## src/rtl/pattern_sequencer.sv

```systemverilog
// Serial pattern generator: shifts a PATTERN_W-bit word out MSB first, one bit
// per DIV_COUNT-cycle period, with one-shot/continuous modes and a mid-bit strobe.
module pattern_sequencer #(
   parameter int DIV_COUNT = 50_000_000,
   parameter int PATTERN_W = 8
) (
   input  logic                 clk,
   input  logic                 reset,
   input  logic                 start,
   input  logic                 stop,
   input  logic                 mode,
   input  logic [PATTERN_W-1:0] pattern,
   output logic                 out,
   output logic                 hzClk,
   output logic                 busy,
   output logic                 done
);
   //  state | meaning
   //  IDLE  | waiting for start, out/busy low
   //  RUN   | shifting pattern out, busy high
   //  DONE  | one-cycle done pulse after a one-shot sequence

   if (DIV_COUNT < 2 || (DIV_COUNT % 2) != 0) begin : g_bad_div
      $error("pattern_sequencer: DIV_COUNT must be even and >= 2");
   end
   if (PATTERN_W < 1) begin : g_bad_width
      $error("pattern_sequencer: PATTERN_W must be >= 1");
   end

   localparam int CW = (DIV_COUNT > 2) ? $clog2(DIV_COUNT) : 1;
   localparam int BW = (PATTERN_W > 1) ? $clog2(PATTERN_W) : 1;
   localparam logic [CW-1:0] CNT_MAX  = CW'(DIV_COUNT - 1);
   localparam logic [CW-1:0] CNT_HALF = CW'(DIV_COUNT / 2);
   localparam logic [BW-1:0] BIT_LAST = BW'(PATTERN_W - 1);

   typedef enum logic [1:0] {
      IDLE = 2'd0,
      RUN  = 2'd1,
      DONE = 2'd2
   } state_t;

   state_t               state;
   logic [CW-1:0]        cnt;
   logic [PATTERN_W-1:0] shreg;
   logic [PATTERN_W-1:0] snap;
   logic [BW-1:0]        bitcnt;
   logic                 mode_q;
   logic                 tick;

   assign tick  = (cnt == CNT_MAX);
   assign hzClk = (cnt >= CNT_HALF);
   // shreg is cleared whenever RUN is left, so its MSB is the serial output directly
   assign out   = shreg[PATTERN_W-1];

   always_ff @(posedge clk) begin
      if (reset) begin
         state  <= IDLE;
         cnt    <= '0;
         shreg  <= '0;
         snap   <= '0;
         bitcnt <= '0;
         mode_q <= 1'b0;
         busy   <= 1'b0;
         done   <= 1'b0;
      end else begin
         cnt  <= tick ? '0 : cnt + CW'(1);
         done <= 1'b0;
         case (state)
            IDLE: begin
               if (start && !stop) begin
                  state  <= RUN;
                  shreg  <= pattern;
                  snap   <= pattern;
                  mode_q <= mode;
                  bitcnt <= '0;
                  cnt    <= '0;
                  busy   <= 1'b1;
               end
            end
            RUN: begin
               if (stop) begin
                  state <= IDLE;
                  shreg <= '0;
                  busy  <= 1'b0;
               end else if (tick) begin
                  if (bitcnt != BIT_LAST) begin
                     shreg  <= shreg << 1;
                     bitcnt <= bitcnt + BW'(1);
                  end else if (mode_q) begin
                     shreg  <= snap;
                     bitcnt <= '0;
                  end else begin
                     state <= DONE;
                     shreg <= '0;
                     busy  <= 1'b0;
                     done  <= 1'b1;
                  end
               end
            end
            DONE: begin
               state <= IDLE;
            end
            default: begin
               state <= IDLE;
               shreg <= '0;
               busy  <= 1'b0;
            end
         endcase
      end
   end
endmodule
```

## config.mk

```make
export PLATFORM = sky130hd
export DESIGN_NAME = pattern_sequencer
export DESIGN_NICKNAME = d
export VERILOG_FILES = /design/src/rtl/pattern_sequencer.sv
export SDC_FILE = /design/constraint.sdc
export NUM_CORES = 1
export LEC_CHECK = 0
export ABC_AREA = 1
export CAP_MARGIN = 0
export CORE_MARGIN = 2
export CORE_UTILIZATION = 55
export CTS_BUF_LIST = sky130_fd_sc_hd__clkbuf_4
export DETAILED_ROUTE_END_ITERATION = 10
export DONT_BUFFER_PORTS = 1
export HOLD_SLACK_MARGIN = 0.15
export PLACE_DENSITY = 0.7
export SYNTH_ARGS = -nofsm -noshare
export SYNTH_HDL_FRONTEND = slang
export SYNTH_SLANG_ARGS = --single-unit
```

## constraint.sdc

```tcl
create_clock -name clk -period 3.9 [get_ports clk]
set_clock_uncertainty 0.2 [all_clocks]
set_input_delay 0.585 -clock clk [delete_from_list [all_inputs] [get_ports clk]]
set_output_delay 0.585 -clock clk [all_outputs]
set_load 0.01 [all_outputs]
```

; ---- Yosys cells after proc, flatten, opt, wreduce, memory -nomap -nowiden
; Index checks and enable logic that the tools add are counted.
[totals]
regBits = 50
input_bits = 13
output_inout_bits = 4
word_cells = 63
[op_classes]
add_sub_neg = 2
n_lt_le_gt_ge = 1
eq_ne = 11
n_mux = 28
n_bitwise = 3
reduce_logical = 10
[op_table]
columns = operator, count
row1 = $mux 26, 3
row2 = $mux 8, 5
row3 = $add 26x1->26 const B, 1
row4 = $eq 26x26->1 const B, 1
row5 = $ge 26x25->1 const B, 1
row6 = $pmux 8 s3, 1
row7 = $mux 3, 5
row8 = $ne 3x3->1 const B, 5
row9 = $mux 2, 5
row10 = $reduce_and 5->1, 2
row11 = $mux 1, 6
row12 = $ne 2x2->1 const B, 3
row13 = $pmux 3 s2, 1
row14 = $reduce_or 5->1, 1
row15 = $pmux 2 s2, 1
row16 = $reduce_and 4->1, 1
row17 = $add 3x1->3 const B, 1
row18 = $not 1->1, 3
row19 = $pmux 1 s3, 1
row20 = $reduce_and 3->1, 1
row21 = $eq 2x1->1 const B, 1
row22 = $eq 2x2->1 const B, 1
row23 = $logic_not 2->1, 1
row24 = $reduce_and 2->1, 1
row25 = other kinds (3), 3

; ---- Longest topological paths before layout
[depth]
depth_word = 5
depth_mapped = 11
ltp_nobuf = 10

; ---- Worst setup path before layout
; Ideal clock, no wire load.
[synth_timing]
path_type = reg-to-output
start = register cnt[16]
end = output port hzClk
t_arrival_ns = 1.013
required_ns = 3.115
path_slack_ns = 2.102
stages_incl_launch_ff = 8
n_path_buf = 0
cell_sequence = dfxtp_1 inv_2 nor2_1 nand3_1 nand3b_1 o21ai_0 nand2_1 nand3_1
[synth_between]
elab_chain_len = 1
[synth_lines]
columns = item, line_no
row1 = from (decl), 43  ; logic [CW-1:0] cnt;
row2 = from (signal assigned), 66  ; cnt <= tick ? '0 : cnt + CW'(1);
row3 = $ge 26x25->1, 51  ; assign hzClk = (cnt >= CNT_HALF);
row4 = to (decl), 14  ; output logic hzClk,
; Every way passes these cells.

; ---- Worst setup path in the final report
; Ends and elaborated chain as after synthesis.

==> out/results.txt <==
status: complete, no violations
syn_nets: 390
Setup CP Type: reg2out
CTS max path bufs: 2
Min Clock Period, post-route: 2420 ps
Post-synth EDFFs: 0
met1 Use GR: 34.8%
final slew viol count: 0
Die Wd: 74.3 um
grt ovf: 0
clock edge transition at the registers on the reported setup and hold paths: 160 ps
ratio of cells with drive above 1 in the final layout: 14.9%
RSZ-0062 raised after global routing: false
routed wire length: 5.85 mm
fin crit share: 62.0%
adder-cell area share of the yosys netlist: 1.84%
fmax: 413 MHz
DP Wirelength: 4.17 mm
Critical Path End Type: output pin
core box area: 0.00475 mm^2
Cell Rows: 25
Post-Synth Simple-Gate Area: 39.8%
Post-Syn Area: 0.00272 mm^2
I/O pins: 17
DRC viols: 0
post-synthesis mux area share: 0%
peak supply drop: 0.155 mV
ranking of synthesized cells by area: dfxtp_1 37%, nand2_1 10%, nor2_1 7.4%, a21oi_1 4.0%, inv_1 4.0%
Post-Syn Area per Cell: 7.30 um^2
Async S/R FF share, synth: 0%
Netlist cell types: 37
Maximum Capacitance Violations: 0
starting density of the core: 57.2%
global-route wire length before repair: 9.52 mm
Pleak: 1.13 nW
Seq/Total Area, Yosys: 36.8%
post-route ant nets: 0
fraction of the mapped netlist area in compound gates: 11.7%
Die Y: 74.3 um
Max FO, Critical Path: 6
First-pass DRT Iterations: 5
largest net degree at the start of global routing: 21
DR WL/cell: 13.0 um
most frequent cells in the layout: 73 x nand2_1, 54 x nor2_1, 50 x dfxtp_1
CTS Buf Count: 5
DRT iter0 DRCs: 229
# H-tree levels: 2
largest family of logic cells by synthesized area: simple AND/OR/NAND/NOR gates
later-pin clock latency in the skew report: 380 ps
dpl cell area: 0.00275 mm^2
Synth Register Bits: 50
Worst Path Required: 3120 ps
CP arrival: 1630 ps
Slew HR: 69.1%
Total GRT Usage: 22.5%
busiest layer in global routing: met1
min-delay worst type: in2reg
type of origin of the critical path: register
gpl congestion: 0.910
Setup TNS Final: 0 ps
most common cell after layout, fill and taps aside: nand2_1
number of fill cells: 454
Via Count: 2430
Top FF cell, synth: dfxtp_1
yosys warns: 0
CTS sink count: 50
xor/xnor share of the synthesized area: 1.93%
post-layout power: 0.950 mW
antenna violations before repair: 0
NumNets Final: 398
Syn Inst Count: 373
Area Growth Syn to Fin: 6.99%
vias in the first global route: 2003
Finished Core Util: 61.2%
vias per cell: 5.41
Pwr Density: 326 mW/mm^2
design area: 0.00291 mm^2
die area: 0.00553 mm^2
CTS tree: yes
input/output buffers: 0
Final Hold Vio Count: 0
met3 Use GR: 3.79%
largest area contributor in the netlist: dfxtp_1
root buffer cell: clkbuf_4
# resized after CTS: 0
n_diodes: 0
Synth top area share: 36.8%
number of setup violations in the final report: 0
met2 Track Usage GR: 31.4%
Worst Tran Pin Value: 461 ps
==> cells in the mapped netlist (all sizes together), types with 5 or more instances <==
library cell and number:
buf 5, nand3b 5, nor3b 5, nor3 12
o21ai 21, nand4 7, xor2 5, inv 39
nand2 83, a21oi 24, dfxtp 50, a22o 6
nand3 26, nor2 68
==> cells by family after synthesis <==
family / count (synthesis)
AO/OA/AOI/OAI: 55
flip-flops: 50
adder cells (fa/ha/maj): 4
XOR/XNOR: 6
buffers and inverters: 49
AND/OR/NAND/NOR: 209
==> power by group <==
| part | total, mW | internal, mW | switching (mW) |
|---|---|---|---|
| logic | 0.0941 | 0.0359 | 0.0583 |
| clock network | 0.312 | 0.135 | 0.177 |
| registers | 0.544 | 0.530 | 0.0137 |
| total | 0.950 | 0.700 | 0.249 |
==> critical path, stage by stage (launching register included) <==
cell	delay [ps]
dfxtp_1	450
inv_2	70
nor2_1	90
nand3_1	60
nand3b_1	150
o21ai_0	220
nand2_1	90
nand3_1	130
==> repair_timing <==
item                      in CTS  in global routing
setup buffers                  0                  0
hold buffers                   8                  0
hold endpoints to repair      17                  0
==> final timing paths <==
| path | from | end | slack, ps | cells after the start |
|---|---|---|---|---|
| worst min-delay path | pattern[7] | snap[7]$_SDFFE_PP0P_ | 210 | 2 |
| worst min register to register | snap[0]$_SDFFE_PP0P_ | snap[0]$_SDFFE_PP0P_ | 280 | 2 |
| worst max register to register | bitcnt[0]$_SDFFE_PP0P_ | busy$_SDFFE_PP0P_ | 1860 | 9 |
| worst max-delay path | cnt[16]$_SDFF_PP0_ | hzClk | 1480 | 7 |
==> layer usage <==
| layer | wire, um | vias to the layer above |
|---|---|---|
| met2 | 2470 | 79 |
| met1 | 2910 | 1106 |
| met3 | 381 | 8 |
| met4 | 85 | 0 |
| li1 | - | 1237 |
| met5 | 0 | - |
==> per-stage QoR <==
step           std cells  setup slack [ps]  hold WS, ps
2_1_floorplan        373              2100          230
3_3_place_gp         433              1840          251
3_5_place_dp         433              1770          253
4_1_cts              449              1450          179
5_1_grt              449              1300          164
6_report             449              1480          206
==> layout make-up <==
cell class	count	area, um^2	area share, %
Timing Repair Buffer	8	80.1	2.75
Clock inverter	3	45.0	1.55
Sequential cell	50	1000	34.4
Clock buffer	5	37.5	1.29
Multi-Input combinational cell	274	1500	51.7
Tap cell	67	83.8	2.88
Inverter	42	160	5.50
==> state kept, by name, indices dropped and copies added, names as in the netlist <==
signal  count
mode_q      1
shreg       8
bitcnt      3
done        1
snap        8
busy        1
state       2
cnt        26
(Power assumes the default switching activity.)
